<file path="src/rtl/cam_pixel_packer_if.sv">
// Camera-side stream, FIFO write port and status bundle of the pixel packer.
// master = packer side, slave = environment driving the camera/FIFO inputs.
interface cam_pixel_packer_if #(
    parameter int PIX_CNT_WIDTH  = 11,
    parameter int LINE_CNT_WIDTH = 10,
    parameter int DROP_CNT_WIDTH = 16
);
    logic                      enable;
    logic                      cam_vsync;
    logic                      cam_href;
    logic [7:0]                cam_data;
    logic                      fifo_full;
    logic                      overflow_clr;
    logic                      fifo_write;
    logic [15:0]               fifo_data;
    logic                      frame_done;
    logic                      capturing;
    logic [LINE_CNT_WIDTH-1:0] line_count;
    logic [PIX_CNT_WIDTH-1:0]  last_line_pixels;
    logic                      overflow;
    logic [DROP_CNT_WIDTH-1:0] drop_count;

    modport master (
        input  enable, cam_vsync, cam_href, cam_data, fifo_full, overflow_clr,
        output fifo_write, fifo_data, frame_done, capturing, line_count,
               last_line_pixels, overflow, drop_count
    );

    modport slave (
        output enable, cam_vsync, cam_href, cam_data, fifo_full, overflow_clr,
        input  fifo_write, fifo_data, frame_done, capturing, line_count,
               last_line_pixels, overflow, drop_count
    );
endinterface

</file>
<file path="src/rtl/cam_pixel_packer.sv">
// Packs camera byte pairs into RGB565 words and writes them to the pixel FIFO,
// tracking per-frame line/pixel statistics and dropped pixels on FIFO full.
module cam_pixel_packer #(
    parameter int PIX_CNT_WIDTH  = 11,
    parameter int LINE_CNT_WIDTH = 10,
    parameter int DROP_CNT_WIDTH = 16
) (
    input  logic                  clk_write,
    input  logic                  rst_n,
    cam_pixel_packer_if.master    bus
);

    typedef enum logic [1:0] {
        ST_IDLE,
        ST_WAIT_SOF,
        ST_WAIT_VFALL,
        ST_ACTIVE
    } state_t;

    state_t                    state_q;
    logic                      vsync_q;
    logic                      vsync_prev_q;
    logic                      href_q;
    logic                      href_prev_q;
    logic [7:0]                data_q;
    logic [7:0]                hi_q;
    logic                      phase_q;
    logic [PIX_CNT_WIDTH-1:0]  pix_cnt_q;
    logic [PIX_CNT_WIDTH-1:0]  last_line_pixels_q;
    logic [LINE_CNT_WIDTH-1:0] line_cnt_q;
    logic [LINE_CNT_WIDTH-1:0] line_count_q;
    logic                      fifo_write_q;
    logic [15:0]               fifo_data_q;
    logic                      frame_done_q;
    logic                      overflow_q;
    logic [DROP_CNT_WIDTH-1:0] drop_count_q;
    logic [DROP_CNT_WIDTH-1:0] drop_count_d;

    logic vsync_rise;
    logic vsync_fall;
    logic href_fall;

    assign vsync_rise = vsync_q & ~vsync_prev_q;
    assign vsync_fall = ~vsync_q & vsync_prev_q;
    assign href_fall  = ~href_q & href_prev_q;

    always_comb begin
        drop_count_d = drop_count_q;
        if (!(&drop_count_q)) begin
            drop_count_d = drop_count_q + 1'b1;
        end
    end

    always_ff @(posedge clk_write or negedge rst_n) begin
        if (!rst_n) begin
            state_q            <= ST_IDLE;
            vsync_q            <= 1'b0;
            vsync_prev_q       <= 1'b0;
            href_q             <= 1'b0;
            href_prev_q        <= 1'b0;
            data_q             <= '0;
            hi_q               <= '0;
            phase_q            <= 1'b0;
            pix_cnt_q          <= '0;
            last_line_pixels_q <= '0;
            line_cnt_q         <= '0;
            line_count_q       <= '0;
            fifo_write_q       <= 1'b0;
            fifo_data_q        <= '0;
            frame_done_q       <= 1'b0;
            overflow_q         <= 1'b0;
            drop_count_q       <= '0;
        end else begin
            vsync_q      <= bus.cam_vsync;
            href_q       <= bus.cam_href;
            data_q       <= bus.cam_data;
            vsync_prev_q <= vsync_q;
            href_prev_q  <= href_q;
            fifo_write_q <= 1'b0;
            frame_done_q <= 1'b0;

            case (state_q)
                ST_IDLE: begin
                    if (bus.enable) begin
                        state_q <= ST_WAIT_SOF;
                    end
                end
                ST_WAIT_SOF: begin
                    // A frame already in progress is skipped until its end.
                    if (vsync_rise) begin
                        state_q <= ST_WAIT_VFALL;
                    end
                end
                ST_WAIT_VFALL: begin
                    if (vsync_fall) begin
                        state_q    <= ST_ACTIVE;
                        line_cnt_q <= '0;
                        pix_cnt_q  <= '0;
                        phase_q    <= 1'b0;
                    end
                end
                ST_ACTIVE: begin
                    if (vsync_rise) begin
                        line_count_q <= line_cnt_q;
                        frame_done_q <= 1'b1;
                        phase_q      <= 1'b0;
                        pix_cnt_q    <= '0;
                        state_q      <= bus.enable ? ST_WAIT_VFALL : ST_IDLE;
                    end else if (href_q) begin
                        if (!phase_q) begin
                            hi_q    <= data_q;
                            phase_q <= 1'b1;
                        end else begin
                            phase_q <= 1'b0;
                            if (!bus.fifo_full) begin
                                fifo_write_q <= 1'b1;
                                fifo_data_q  <= {hi_q, data_q};
                                pix_cnt_q    <= pix_cnt_q + 1'b1;
                            end else begin
                                overflow_q   <= 1'b1;
                                drop_count_q <= drop_count_d;
                            end
                        end
                    end else if (href_fall) begin
                        // An unpaired trailing byte is simply abandoned here.
                        last_line_pixels_q <= pix_cnt_q;
                        pix_cnt_q          <= '0;
                        line_cnt_q         <= line_cnt_q + 1'b1;
                        phase_q            <= 1'b0;
                    end
                end
                default: state_q <= ST_IDLE;
            endcase

            // Clear wins over a drop landing in the same cycle.
            if (bus.overflow_clr) begin
                overflow_q   <= 1'b0;
                drop_count_q <= '0;
            end
        end
    end

    assign bus.fifo_write       = fifo_write_q;
    assign bus.fifo_data        = fifo_data_q;
    assign bus.frame_done       = frame_done_q;
    assign bus.capturing        = (state_q == ST_ACTIVE);
    assign bus.line_count       = line_count_q;
    assign bus.last_line_pixels = last_line_pixels_q;
    assign bus.overflow         = overflow_q;
    assign bus.drop_count       = drop_count_q;

endmodule

</file>
<file path="src/flat_wrapper.sv">
// flat-port wrapper written by rule: the top's interface ports become plain ports
module cam_pixel_packer_flat 
#(
    parameter int PIX_CNT_WIDTH  = 11,
    parameter int LINE_CNT_WIDTH = 10,
    parameter int DROP_CNT_WIDTH = 16
)
  (clk_write, rst_n, bus_enable, bus_cam_vsync, bus_cam_href, bus_cam_data, bus_fifo_full, bus_overflow_clr, bus_fifo_write, bus_fifo_data, bus_frame_done, bus_capturing, bus_line_count, bus_last_line_pixels, bus_overflow, bus_drop_count);
  cam_pixel_packer_if #(.PIX_CNT_WIDTH(PIX_CNT_WIDTH), .LINE_CNT_WIDTH(LINE_CNT_WIDTH), .DROP_CNT_WIDTH(DROP_CNT_WIDTH)) bus_i ();
  input  logic clk_write;
  input  logic rst_n;
  input wire logic [$bits(bus_i.enable)-1:0] bus_enable;
  input wire logic [$bits(bus_i.cam_vsync)-1:0] bus_cam_vsync;
  input wire logic [$bits(bus_i.cam_href)-1:0] bus_cam_href;
  input wire logic [$bits(bus_i.cam_data)-1:0] bus_cam_data;
  input wire logic [$bits(bus_i.fifo_full)-1:0] bus_fifo_full;
  input wire logic [$bits(bus_i.overflow_clr)-1:0] bus_overflow_clr;
  output wire logic [$bits(bus_i.fifo_write)-1:0] bus_fifo_write;
  output wire logic [$bits(bus_i.fifo_data)-1:0] bus_fifo_data;
  output wire logic [$bits(bus_i.frame_done)-1:0] bus_frame_done;
  output wire logic [$bits(bus_i.capturing)-1:0] bus_capturing;
  output wire logic [$bits(bus_i.line_count)-1:0] bus_line_count;
  output wire logic [$bits(bus_i.last_line_pixels)-1:0] bus_last_line_pixels;
  output wire logic [$bits(bus_i.overflow)-1:0] bus_overflow;
  output wire logic [$bits(bus_i.drop_count)-1:0] bus_drop_count;
  assign bus_i.enable = bus_enable;
  assign bus_i.cam_vsync = bus_cam_vsync;
  assign bus_i.cam_href = bus_cam_href;
  assign bus_i.cam_data = bus_cam_data;
  assign bus_i.fifo_full = bus_fifo_full;
  assign bus_i.overflow_clr = bus_overflow_clr;
  assign bus_fifo_write = bus_i.fifo_write;
  assign bus_fifo_data = bus_i.fifo_data;
  assign bus_frame_done = bus_i.frame_done;
  assign bus_capturing = bus_i.capturing;
  assign bus_line_count = bus_i.line_count;
  assign bus_last_line_pixels = bus_i.last_line_pixels;
  assign bus_overflow = bus_i.overflow;
  assign bus_drop_count = bus_i.drop_count;
  cam_pixel_packer #(.PIX_CNT_WIDTH(PIX_CNT_WIDTH), .LINE_CNT_WIDTH(LINE_CNT_WIDTH), .DROP_CNT_WIDTH(DROP_CNT_WIDTH)) u_core (.clk_write(clk_write), .rst_n(rst_n), .bus(bus_i));
endmodule
</file>
<file path="config.mk">
export PLATFORM = sky130hd
export DESIGN_NAME = cam_pixel_packer_flat
export DESIGN_NICKNAME = d
export VERILOG_FILES = /design/src/rtl/cam_pixel_packer_if.sv /design/src/rtl/cam_pixel_packer.sv /design/src/flat_wrapper.sv
export SDC_FILE = /design/constraint.sdc
export NUM_CORES = 1
export LEC_CHECK = 0
export BUFFER_PORTS_ARGS = -buffer_cell sky130_fd_sc_hd__buf_2
export CAP_MARGIN = 30
export CORE_AREA = 8 8 84 115
export CTS_BUF_LIST = sky130_fd_sc_hd__clkbuf_8
export CTS_CLUSTER_DIAMETER = 50
export DETAILED_ROUTE_END_ITERATION = 10
export DIE_AREA = 0 0 92 123
export PLACE_DENSITY_LB_ADDON = 0.1
export REMOVE_ABC_BUFFERS = 1
export SKIP_LAST_GASP = 1
export SLEW_MARGIN = 20
export SYNTH_ARGS = -nofsm -noshare
export SYNTH_HDL_FRONTEND = slang
export SYNTH_SLANG_ARGS = --single-unit
</file>
<file path="constraint.sdc">
create_clock -name clk_write -period 2.2 [get_ports clk_write]
set_input_delay 0.11 -clock clk_write [delete_from_list [all_inputs] [get_ports clk_write]]
set_output_delay 0.11 -clock clk_write [all_outputs]
set_load 0.01 [all_outputs]
</file>
Word level (Yosys, flattened, before mapping):

Cells that the tools add are included.
Widths: inputs -> output; s select.

* register bits after elaboration: 100
* bits in latches: 0
* memory bits (writable): 0
* bits in read-only memories: 0
* input port bits: 15
* output and inout port bits: 57
* logic and storage cells: 105
* memories: 0

* add/subtract/negate cells: 3
* multipliers: 0
* div/mod/pow operators: 0
* $lt $le $gt $ge: 0
* equality and inequality tests: 15
* shift-type cells: 0
* mux-type cells: 44
* bitwise logic cells: 9
* reductions and logical operators: 17

Operators with widths (count)
* $mux 16: 7
* $mux 11: 6
* $mux 10: 4
* $pmux 11 s2: 1
* $pmux 10 s2: 1
* $reduce_and 5->1: 4
* $mux 1: 18
* $add 16x1->16 const B: 1
* $reduce_and 16->1: 1
* $reduce_and 4->1: 3
* $add 11x1->11 const B: 1
* $add 10x1->10 const B: 1
* $mux 2: 5
* $ne 2x2->1 const B: 5
* $reduce_bool 2->1: 5
* $ne 2x1->1 const B: 4
* $ne 4x4->1 const B: 2
* $pmux 2 s4: 1
* $not 1->1: 6
* $reduce_and 6->1: 1
* $eq 2x2->1 const B: 2
* $ne 4x1->1 const B: 1
* $and 1x1->1: 3
* $reduce_and 3->1: 1
* 4 further kinds: 4

Depth between registers and ports, before layout:

Gate-level depths: netlist of the first run.

* depth in word-level cells: 8
* depth in mapped cells: 8
* depth with buffers taken out: 6

Worst setup path after synthesis of the first run:

OpenSTA, ideal clock, no wires.

* kind: reg2reg
* start point: register u_core.drop_count_q[0] (netlist: u_core.bus.drop_count[0])
* end point: register u_core.drop_count_q[0] (netlist: u_core.bus.drop_count[0])
* setup time: 0.118 ns
* arrival: 1.810 ns
* required time: 2.082 ns
* slack: 0.272 ns
* stages on the path, launching flop included: 7
* clock period less this slack: 1.928 ns
* cells stage by stage: dfrtp_1 > ha_1 > nand4_1 > nor4_2 > or3_1 > a21oi_1 > a21o_1

* cells in the longest elaborated chain, start to end: 8
* elaborated cells between the ends (all ways): 11

RTL lines
* start, declared: line cam_pixel_packer.sv:36 `logic [DROP_CNT_WIDTH-1:0] drop_count_q;`
* start signal, assigned: line cam_pixel_packer.sv:121 `drop_count_q <= drop_count_d;`
* $add 16x1->16: line cam_pixel_packer.sv:50 `drop_count_d = drop_count_q + 1'b1;`
* $mux 16: line cam_pixel_packer.sv:49 `if (!(&drop_count_q)) begin`
* $mux 16: line cam_pixel_packer.sv:115 `if (!bus.fifo_full) begin`
* $mux 16: line cam_pixel_packer.sv:110 `if (!phase_q) begin`
* $mux 16: line cam_pixel_packer.sv:109 `end else if (href_q) begin`
* $mux 16: line cam_pixel_packer.sv:103 `if (vsync_rise) begin`
* $mux 16: line cam_pixel_packer.sv:82 `case (state_q)`
* $mux 16: line cam_pixel_packer.sv:136 `if (bus.overflow_clr) begin`

Parallel ways exist; a longest one is shown, timed or not. The select of a mux whose other input is x is not followed.
A chain may end at the register's enable or synchronous reset.

Worst setup path after layout of the first run:

* start point: register u_core.state_q[0]
* end point: register u_core.drop_count_q[0] (netlist: u_core.bus.drop_count[0])

* cells in the longest elaborated chain, start to end: 3

RTL lines
* start, declared: line cam_pixel_packer.sv:20 `state_t state_q;`
* start signal, assigned: line cam_pixel_packer.sv:108 `state_q <= bus.enable ? ST_WAIT_VFALL : ST_IDLE;`
* $eq 2x2->1: line cam_pixel_packer.sv:82
* $reduce_bool 2->1 (no line)
* $reduce_and 6->1 (no line)

Every way passes these cells.

==> results of run 1 <==
[flip-flops by register name, indices dropped and copies added, names as in the netlist]
name	cells
u_core.hi_q	8
u_core.bus.drop_count	16
u_core.phase_q	1
u_core.pix_cnt_q	11
u_core.bus.fifo_data	16
u_core.href_prev_q	1
u_core.bus.line_count	10
u_core.bus.frame_done	1
u_core.vsync_prev_q	1
u_core.href_q	1
u_core.state_q	2
u_core.line_cnt_q	10
u_core.bus.last_line_pixels	11
u_core.bus.overflow	1
u_core.bus.fifo_write	1
u_core.data_q	8
u_core.vsync_q	1
[final cells by class]
type / instances / area (µm²)
fill: 652 / 2900
sequential: 100 / 2500
multi-input combinational: 228 / 1660
timing repair buffer: 93 / 563
clock buffer: 11 / 151
tap: 102 / 128
clock inverter: 5 / 82.6
inverter: 5 / 18.8
[stage by stage]
| stage | instance area (µm²) | setup WS, ns |
|---|---|---|
| floorplan | 4180 | 0.0830 |
| global placement | 4760 | 0.303 |
| detailed placement | 4760 | 0.222 |
| CTS | 5100 | 0.203 |
| global route | 5100 | 0.103 |
| finish | 5100 | 0.202 |
[how the worst max path moves through the flow]
stage | start | end | slack, ns | depth (start not counted)
finish | u_core.state_q[0]$_DFFE_PN0P_ | u_core.bus.drop_count[0]$_DFFE_PN0P_ | 0.20 | 6
floorplan | u_core.state_q[0]$_DFFE_PN0P_ | u_core.line_cnt_q[9]$_DFFE_PN0P_ | 0.08 | 5
global placement | u_core.vsync_q$_DFF_PN0_ | u_core.bus.drop_count[0]$_DFFE_PN0P_ | 0.30 | 6
global route | u_core.vsync_q$_DFF_PN0_ | u_core.bus.drop_count[0]$_DFFE_PN0P_ | 0.10 | 6
CTS | u_core.state_q[0]$_DFFE_PN0P_ | u_core.bus.drop_count[0]$_DFFE_PN0P_ | 0.20 | 6
detailed placement | u_core.state_q[0]$_DFFE_PN0P_ | u_core.bus.drop_count[0]$_DFFE_PN0P_ | 0.22 | 6
[cell usage after synthesis (2+ instances only)]
cell type  number
a21o_1          2
nand2b_1        4
buf_2           7
xnor2_1        14
nor2_1         24
inv_2           2
a21oi_1         4
nor4_2          6
xor2_1          7
and4_1          3
nor2b_1         2
nor3_1          7
ha_1            3
nor3b_1         3
a21boi_1        2
mux2_2         11
nand4b_1        2
mux2_1         35
nand3_1        19
nand2_1        21
inv_1           3
nand4_1         9
o21ai_0         5
or3_1           4
dfrtp_1       100
nor4_1          3
o21ai_1        16
clkbuf_1        5
o31ai_1         4
and3_1          3
[per-layer routing]
metal	share of wire	vias up	wire, µm
li1	-	1420	-
met1	0.42	1508	3670
met2	0.51	61	4450
met3	0.044	14	380
met4	0.018	0	160
met5	0	-	0
[critical path, delay by kind of cell (launching register included)]
kind	cells	cell delay, ns
simple gates	3	0.96
flops	1	0.49
compound gates	2	0.26
buf+inv	1	0.23
[logic make-up (layout without fill, tap and decap cells)]
family | count (synthesis) | count (layout) | synth area share
xor gates and xnor gates | 21 | 21 | 0.0434
adders and majority gates | 3 | 3 | 0.00885
buffers and inverters | 18 | 114 | 0.0198
and+or+nand+nor | 118 | 118 | 0.158
muxes | 47 | 47 | 0.124
DFF | 100 | 100 | 0.590
AOI/OAI and AO/OA | 39 | 39 | 0.0552
[report_power, final]
| part | total (mW) | internal (mW) | switching, mW | leakage (nW) |
|---|---|---|---|---|
| logic | 0.900 | 0.414 | 0.486 | 1.05 |
| clock network | 1.33 | 0.707 | 0.619 | 0.120 |
| registers | 2.31 | 2.12 | 0.186 | 1.32 |
| total | 4.53 | 3.24 | 1.29 | 2.49 |
==> flow_summary_export.csv, run 1 <==
group,metric,value,unit
min_path,hp-start,"bus_enable",
timing,setup_viol,0,
critical_path,timing.rr.end,"u_core.bus.drop_count[0]$_DFFE_PN0P_",
global_routing,grt_pass1_vias,3227,
cells_and_area,syn_to_final_growth,20.3,%
critical_path,cp_cell_sequence,"nand2_2 -> or3_1 -> buf_4 -> or3_1 -> a21oi_1 -> a21o_1",
global_routing,grt-ovfl-total,0,
job,max_cap_viol_count,0,
synthesis,yosys_warnings,0,
clocking,cts_tree,"built",
timing,rsz0062_at_grt,"false",
cells_and_area,drive_gt1_frac,0.271,
clocking,postCtsHoldBufs,11,
placed_design,gp_congestion,0.787,
placed_design,dp_hpwl,6070,µm
timing,tightest_slew,0.605,ns
clocking,clk-insertion-delay-late,0.36,ns
timing,hold_ws,0.0628,ns
drt,routed_wl,8670,µm
cells_and_area,instances_no_fill,544,
clocking,cts.sink_count,100,
timing,hold_violations,0,
floorplanning,initial_utilization,0.530,
global_routing,met3_usage,0.0358,
synthesis,ys_seq_elements,100,
floorplanning,core_area,0.00800,mm²
floorplanning,fp-row-count,39,
drt,drc,0,
critical_path,reg2reg_setup_slack,0.20,ns
critical_path,worstRegToRegCells,6,
global_routing,global_route.usage.met1,0.181,
drt,drtIter0Drc,109,
critical_path,setup.worst_path.class,"flip-flop to flip-flop",
timing,finalCritPeriodShare,0.908,
synthesis,synthCells,346,
synthesis,synth.avg_cell_area,12.3,µm²
timing,drv_slew,0,
cells_and_area,final_cell_mix,"100 x dfrtp_1, 70 x buf_2, 35 x mux2_1, 24 x nor2_1, 21 x nand2_1",
drt,vias_per_cell,5.52,
cells_and_area,finalCoreUtilization,0.637,
timing,slew_headroom,0.591,
critical_path,arrival,2.31,ns
drt,postRouteAntennaNets,0,
floorplanning,dieArea,0.0113,mm²
clocking,path_clk_slew,0.09,ns
critical_path,cp_max_fo,10,
cells_and_area,final_common_cell,"dfrtp_1",
synthesis,synth.distinct_cells,46,
clocking,root_buffer,"clkbuf_8",
clocking,htreeDepth,3,
timing,fin_skew,0.00850,ns
global_routing,grtUsageTotal,0.162,
global_routing,gr-usage-met2,0.287,
floorplanning,die_w,92,µm
floorplanning,ios,72,
run_status,outcome,"finished, final reports clean",
timing,clock.fmax,500,MHz
clocking,post_cts_buffers,0,
synthesis,synth_largest_area_cell,"dfrtp_1",
clocking,cts_max_path_buffers,2,
timing,finalCriticalPeriod,2.00,ns
clocking,ctsResizeCount,0,
clocking,cts_made_buffers,9,
critical_path,worstSetupStartpointType,"flip-flop",
synthesis,synth_ff_type,"dfrtp_1",
global_routing,grt_antenna_before_repair,0,
timing,finalSetupTns,0,ns
drt,vias,3003,
global_routing,top_usage_layer,"met2",
critical_path,max_stage_delay,0.49,ns
placed_design,port_buffers,71,
critical_path,cp-end-kind,"flip-flop",
critical_path,r2r-start,"u_core.state_q[0]$_DFFE_PN0P_",
placed_design,dp.cells,517,
pwr,p_total,4.53,mW
pwr,vdd_drop_max,0.000663,V
cells_and_area,fin_nets,455,
critical_path,slowest_stage,"dfrtp_1",
critical_path,path_common_cell,"or3_1",
synthesis,synth_top_area_share,0.590,
synthesis,async_reset_ff_frac,1.00,
drt,avgRoutedWirePerCell,15.9,µm
synthesis,synth_enable_flop_cells,0,
cells_and_area,antenna_cells,0,
synthesis,netlist_area,0.00424,mm²
critical_path,crit_required,2.51,ns
global_routing,grt_max_degree,46,
min_path,hold_class,"primary input to flip-flop",
global_routing,grt_pass1_wl,14800,µm
min_path,hold_path_end,"u_core.state_q[1]$_DFFE_PN0P_",
floorplanning,die_h,123,µm
synthesis,yosysSeqAreaShare,0.590,
synthesis,synth_area_leaders,"dfrtp_1 59%, mux2_1 9.3%, mux2_2 2.9%, xnor2_1 2.9%, nand3_1 2.2%",
pwr,p_leak,2.49,nW
pwr,p_per_area,889,mW/mm²
min_path,min_path_cells,3,
drt,drtPass1Iterations,4,
Note: power is estimated with default switching activity, not from simulation.
==> run 2, diff against run 1 <==
--- a/config.mk
+++ b/config.mk
@@ -5,13 +5,14 @@
 export SDC_FILE = /design/constraint.sdc
 export NUM_CORES = 1
 export LEC_CHECK = 0
+export ABC_AREA = 1
 export BUFFER_PORTS_ARGS = -buffer_cell sky130_fd_sc_hd__buf_2
 export CAP_MARGIN = 30
-export CORE_AREA = 8 8 84 115
+export CORE_AREA = 8 8 87 120
 export CTS_BUF_LIST = sky130_fd_sc_hd__clkbuf_8
 export CTS_CLUSTER_DIAMETER = 50
 export DETAILED_ROUTE_END_ITERATION = 10
-export DIE_AREA = 0 0 92 123
+export DIE_AREA = 0 0 95 128
 export PLACE_DENSITY_LB_ADDON = 0.1
 export REMOVE_ABC_BUFFERS = 1
 export SKIP_LAST_GASP = 1
==> flow_summary_export.csv, run 2 <==
group,metric,value,unit
run_status,outcome,"finished, final reports clean",
floorplanning,ios,72,
clocking,cts_max_path_buffers,2,
placed_design,port_buffers,71,
synthesis,synth.distinct_cells,29,
floorplanning,initial_utilization,0.526,
timing,layout_setup_ws,0.397,ns
synthesis,synth_ff_type,"dfrtp_1",
synthesis,synthTopCellsByCount,"162 x nand2_1, 100 x dfrtp_1, 55 x inv_1",
timing,fin_skew,0.0134,ns
min_path,hold_class,"primary input to flip-flop",
floorplanning,core_area,0.00877,mm²
cells_and_area,final_common_cell,"nand2_1",
clocking,root_buffer,"clkbuf_8",
cells_and_area,antenna_cells,0,
placed_design,dp_hpwl,7000,µm
synthesis,yosys_warnings,0,
clocking,cts_tree,"built",
global_routing,grt_max_degree,61,
cells_and_area,instances_no_fill,740,
synthesis,netlist_area,0.00461,mm²
critical_path,crit_required,2.45,ns
critical_path,crit_start,"u_core.bus.drop_count[1]$_DFFE_PN0P_",
pwr,p_leak,2.68,nW
synthesis,yosysMostFrequentCell,"nand2_1",
critical_path,r2r-start,"u_core.bus.drop_count[1]$_DFFE_PN0P_",
floorplanning,dieArea,0.0122,mm²
timing,finalSetupTns,0,ns
cells_and_area,drive_gt1_frac,0.199,
drt,avgRoutedWirePerCell,13.0,µm
placed_design,gp_congestion,0.902,
clocking,path_clk_slew,0.10,ns
synthesis,yosysSeqAreaShare,0.542,
drt,routed_wl,9650,µm
critical_path,arrival,2.05,ns
global_routing,grt_pass1_wl,16800,µm
synthesis,synthCells,545,
clocking,clk-insertion-delay-late,0.37,ns
pwr,vdd_drop_max,0.000617,V
drt,vias,3731,
critical_path,cp_max_fo,18,
job,max_cap_viol_count,0,
floorplanning,fp-row-count,41,
drt,vias_per_cell,5.04,
clocking,cts_made_buffers,9,
drt,postRouteAntennaNets,0,
global_routing,gr-usage-met2,0.281,
timing,slew_headroom,0.644,
timing,finalCriticalPeriod,1.80,ns
global_routing,global_route.usage.met1,0.213,
timing,finalCritPeriodShare,0.819,
critical_path,setup.worst_path.class,"flip-flop to flip-flop",
cells_and_area,finalCoreUtilization,0.608,
synthesis,synth_area_leaders,"dfrtp_1 54%, nand2_1 13%, o21ai_0 4.7%, inv_1 4.5%, nand3_1 4.1%",
placed_design,preCtsSetupSlack,0.416,ns
clocking,cts.sink_count,100,
drt,drtPass1Iterations,4,
cells_and_area,syn_to_final_growth,15.7,%
synthesis,ys_seq_elements,100,
global_routing,grtUsageTotal,0.172,
drt,drc,0,
global_routing,met3_usage,0.0387,
synthesis,synth_largest_area_cell,"dfrtp_1",
floorplanning,die_w,95,µm
min_path,hp-start,"bus_overflow_clr",
timing,tightest_slew,0.534,ns
cells_and_area,fin_nets,646,
global_routing,grt_pass1_vias,3699,
drt,drtIter0Drc,201,
global_routing,grt_antenna_before_repair,0,
critical_path,cp-end-kind,"flip-flop",
timing,rsz0062_at_grt,"false",
synthesis,async_reset_ff_frac,1.00,
clocking,ctsResizeCount,0,
synthesis,synth_enable_flop_cells,0,
cells_and_area,final_cell_mix,"162 x nand2_1, 100 x dfrtp_1, 70 x buf_2, 55 x inv_1, 46 x nor2_1",
clocking,htreeDepth,3,
synthesis,synth.avg_cell_area,8.46,µm²
cells_and_area,fillers,799,
timing,setup_viol,0,
timing,drv_slew,0,
pwr,p_per_area,892,mW/mm²
floorplanning,die_h,128,µm
synthesis,synth_top_area_share,0.542,
placed_design,dp.cells,713,
critical_path,worstSetupStartpointType,"flip-flop",
global_routing,grt-ovfl-total,0,
timing,clock.fmax,555,MHz
global_routing,top_usage_layer,"met2",
timing,hold_violations,0,
[run 2: changes by cell type in the layout (fill, tap and decap cells not counted), sizes merged, moves of 8 or more]
cell and change:
nand3 +20, xnor2 -13, buf -8, nand2 +150
inv +56, o21ai +49, nor4 -9, nor2 +28
mux2 -45
[run 2: what timing repair did]
action / in CTS / in global routing
endpoints found under the hold margin: 50 / 0
hold buffers: 11 / 0
buffers inserted: 0 / 0
[run 2: cells by family (layout without fill, tap and decap cells)]
kind of cell / count (synthesis) / in the layout / synth area share
AOI/OAI and AO/OA: 82 / 82 / 0.101
xor gates and xnor gates: 4 / 4 / 0.00760
adders and majority gates: 3 / 3 / 0.00814
buffers and inverters: 73 / 161 / 0.0719
DFF: 100 / 100 / 0.542
muxes: 1 / 1 / 0.00244
and+or+nand+nor: 282 / 282 / 0.266
[run 2: routing by layer]
layer | part of all wire | up-vias
li1 | - | 1904
met1 | 0.43 | 1731
met2 | 0.50 | 84
met3 | 0.050 | 12
met4 | 0.019 | 0
met5 | 0 | -
[run 2: final cells by class]
cell class	instances	area (µm²)	area share
clock buffers	11	151	0.0284
clock inverters	5	42.5	0.00797
inverters	60	225	0.0422
multi-input cells	372	1780	0.333
flip-flops and latches	100	2500	0.469
well taps	107	134	0.0251
repair buffers	85	503	0.0942
[run 2: worst max-delay path: stages, from the launching register on]
cell     delay, ns
dfrtp_1       0.43
ha_1          0.27
nand2_1       0.08
nor2_1        0.09
nand2_1       0.13
nor2_4        0.16
nand2_4       0.10
nand2_4       0.18
inv_2         0.09
nand2_1       0.07
o21ai_0       0.07
[run 2: path summary, 6_finish.rpt]
check	end	slack [ns]	cells after the start
max	u_core.bus.drop_count[6]$_DFFE_PN0P_	0.40	10
min	u_core.bus.drop_count[8]$_DFFE_PN0P_	0.07	4
max reg2reg	u_core.bus.drop_count[6]$_DFFE_PN0P_	0.40	10
min reg2reg	u_core.vsync_prev_q$_DFF_PN0_	0.42	0
max in group asynchronous	u_core.bus.drop_count[6]$_DFFE_PN0P_	1.25	3
min in group asynchronous	u_core.bus.last_line_pixels[7]$_DFFE_PN0P_	0.25	2
[run 2: per-stage QoR]
step	instance area [µm²]	power (mW)	hold WS (ns)
after detailed placement	5030	3.67	0.131
after global placement	5030	3.63	0.128
after floorplan	4510	3.19	-0.186
final	5340	4.76	0.0705
after CTS	5340	4.83	0.0488
after global routing	5340	5.09	0.0817
[run 2: power breakdown]
group          internal [mW]  switching [mW]  total (mW)
Clock                  0.485           0.655        1.14
Combinational          0.439           0.818        1.26
Sequential              2.15           0.212        2.37
==> run 3, diff against run 2 <==
--- a/config.mk
+++ b/config.mk
@@ -8,11 +8,11 @@
 export ABC_AREA = 1
 export BUFFER_PORTS_ARGS = -buffer_cell sky130_fd_sc_hd__buf_2
 export CAP_MARGIN = 30
-export CORE_AREA = 8 8 87 120
+export CORE_AREA = 8 8 88 122
 export CTS_BUF_LIST = sky130_fd_sc_hd__clkbuf_8
 export CTS_CLUSTER_DIAMETER = 50
 export DETAILED_ROUTE_END_ITERATION = 10
-export DIE_AREA = 0 0 95 128
+export DIE_AREA = 0 0 96 130
 export PLACE_DENSITY_LB_ADDON = 0.1
 export REMOVE_ABC_BUFFERS = 1
 export SKIP_LAST_GASP = 1
==> constraint.sdc (replaced) <==
create_clock -name clk_write -period 1.5 [get_ports clk_write]
set_input_delay 0.075 -clock clk_write [delete_from_list [all_inputs] [get_ports clk_write]]
set_output_delay 0.075 -clock clk_write [all_outputs]
set_load 0.01 [all_outputs]
==> flow_summary_export.csv, run 3 (synthesis results as in run 2) <==
group,metric,value,unit
timing,slew_headroom,0.679,
job,max_cap_viol_count,0,
clocking,path_clk_slew,0.10,ns
cells_and_area,instances_no_fill,785,
timing,tightest_slew,0.481,ns
placed_design,preCtsSetupSlack,-0.0392,ns
floorplanning,fp-row-count,41,
timing,setup_viol,1,
drt,drc,0,
drt,postRouteAntennaNets,0,
clocking,cts_max_path_buffers,2,
critical_path,crit_start,"u_core.bus.drop_count[8]$_DFFE_PN0P_",
pwr,p_total,7.41,mW
timing,finalSetupTns,-0.0209,ns
critical_path,r2r-start,"u_core.bus.drop_count[8]$_DFFE_PN0P_",
critical_path,cp-end-kind,"flip-flop",
drt,drtIter0Drc,195,
timing,layout_setup_ws,-0.0209,ns
timing,rsz0062_at_grt,"true",
cells_and_area,final_common_cell,"nand2_1",
floorplanning,core_area,0.00887,mm²
timing,finalCriticalPeriod,1.52,ns
global_routing,grt_pass1_vias,3962,
drt,routed_wl,10900,µm
clocking,htreeDepth,3,
pwr,vdd_drop_max,0.000956,V
global_routing,grt-ovfl-total,0,
timing,finalCritPeriodShare,1.01,
clocking,root_buffer,"clkbuf_8",
cells_and_area,syn_to_final_growth,26.4,%
critical_path,crit_required,1.80,ns
drt,vias,4045,
clocking,cts.sink_count,100,
floorplanning,die_h,130,µm
cells_and_area,drive_gt1_frac,0.285,
critical_path,cp_max_fo,7,
timing,fin_skew,0.0134,ns
clocking,cts_made_buffers,9,
critical_path,crit_family,"simple AND/OR/NAND/NOR gates",
floorplanning,die_w,96,µm
clocking,cts_tree,"built",
floorplanning,dieArea,0.0125,mm²
critical_path,worstSetupStartpointType,"flip-flop",
clocking,clk-insertion-delay-late,0.38,ns
run_status,violations,"negative setup slack",
placed_design,gp_congestion,0.910,
placed_design,dp.cells,752,
pwr,p_per_area,1270,mW/mm²
global_routing,grt_max_degree,44,
min_path,hp-start,"bus_enable",
global_routing,grt_pass1_wl,17900,µm
critical_path,cp_cell_sequence,"nand4_1 -> nor2_4 -> nand2_4 -> nand2_8 -> buf_12 -> nor2_1 -> a21oi_1",
timing,hold_violations,0,
timing,clock.fmax,658,MHz
critical_path,max_stage_delay,0.48,ns
cells_and_area,final_cell_mix,"157 x nand2_1, 98 x dfrtp_1, 70 x buf_2, 54 x inv_1, 44 x buf_4",
timing,hold_ws,0.0625,ns
min_path,hold_class,"primary input to flip-flop",
drt,vias_per_cell,5.15,
critical_path,slowest_stage,"dfrtp_1",
cells_and_area,fin_nets,691,
drt,drtPass1Iterations,4,
global_routing,grtUsageTotal,0.181,
global_routing,grt_antenna_before_repair,0,
critical_path,setup.worst_path.class,"flip-flop to flip-flop",
critical_path,arrival,1.83,ns
cells_and_area,antenna_cells,0,
placed_design,port_buffers,71,
drt,avgRoutedWirePerCell,13.9,µm
placed_design,dp_hpwl,7930,µm
critical_path,crit_buf_inv,1,
run_status,outcome,"finished with violations",
pwr,p_leak,2.94,nW
floorplanning,initial_utilization,0.520,
floorplanning,ios,72,
timing,drv_slew,0,
run 3: cell count changes in the layout (fill, tap and decap cells not counted), sizes merged:
cell and delta:
buf +44, clkinv -1, nand2 +1, inv +1
run 3: path summary, 6_finish.rpt:
| path | endpoint | slack (ns) | depth (start not counted) |
|---|---|---|---|
| setup reg to reg | u_core.bus.drop_count[0]$_DFFE_PN0P_ | -0.02 | 7 |
| min in group asynchronous | u_core.bus.fifo_write$_DFF_PN0_ | 0.13 | 2 |
| hold reg to reg | u_core.vsync_prev_q$_DFF_PN0_ | 0.43 | 0 |
| max in group asynchronous | u_core.state_q[1]$_DFFE_PN0P_ | 0.82 | 3 |
| hold / removal | u_core.state_q[1]$_DFFE_PN0P_ | 0.06 | 5 |
| setup / recovery | u_core.bus.drop_count[0]$_DFFE_PN0P_ | -0.02 | 7 |
run 3: where the power goes:
group / internal (mW) / switching [mW] / leakage (nW)
Combinational: 0.893 / 1.37 / 1.52
Clock: 0.715 / 0.975 / 0.0983
Sequential: 3.16 / 0.286 / 1.33
Total: 4.77 / 2.63 / 2.94
run 3: per-layer routing:
layer | GRT usage | part of all wire
met4 | 0.0663 | 0.015
met2 | 0.307 | 0.51
met3 | 0.0460 | 0.051
met5 | 0 | 0
met1 | 0.214 | 0.42
run 3: what timing repair did:
item | 4_1_cts | 5_1_grt
setup endpoints to repair | 3 | 47
cloned | 0 | 1
pin swaps | 0 | 7
gates resized for setup | 1 | 40
buffers inserted | 0 | 6
hold endpoints to repair | 110 | 0
hold buffers | 11 | 0
run 3: worst register-to-register path: stages, from the launching register on:
cell and delay, ns:
dfrtp_1 0.48, nand4_1 0.26, nor2_4 0.20, nand2_4 0.12, nand2_8 0.14, buf_12 0.11
nor2_1 0.03, a21oi_1 0.11
run 3: per-stage QoR:
step / util / instance area (µm²)
floorplan: - / 4510
global placement: 0.603 / 5350
detailed placement: 0.603 / 5350
CTS: 0.638 / 5660
global route: 0.657 / 5830
finish: 0.657 / 5830
run 3: cell type report:
class	instances	area (µm²)
fillers	778	3050
flip-flops and latches	100	2500
multi-input cells	373	1890
repair buffers	129	871
inverters	60	240
clock buffers	11	151
well taps	107	134
clock inverters	5	41.3
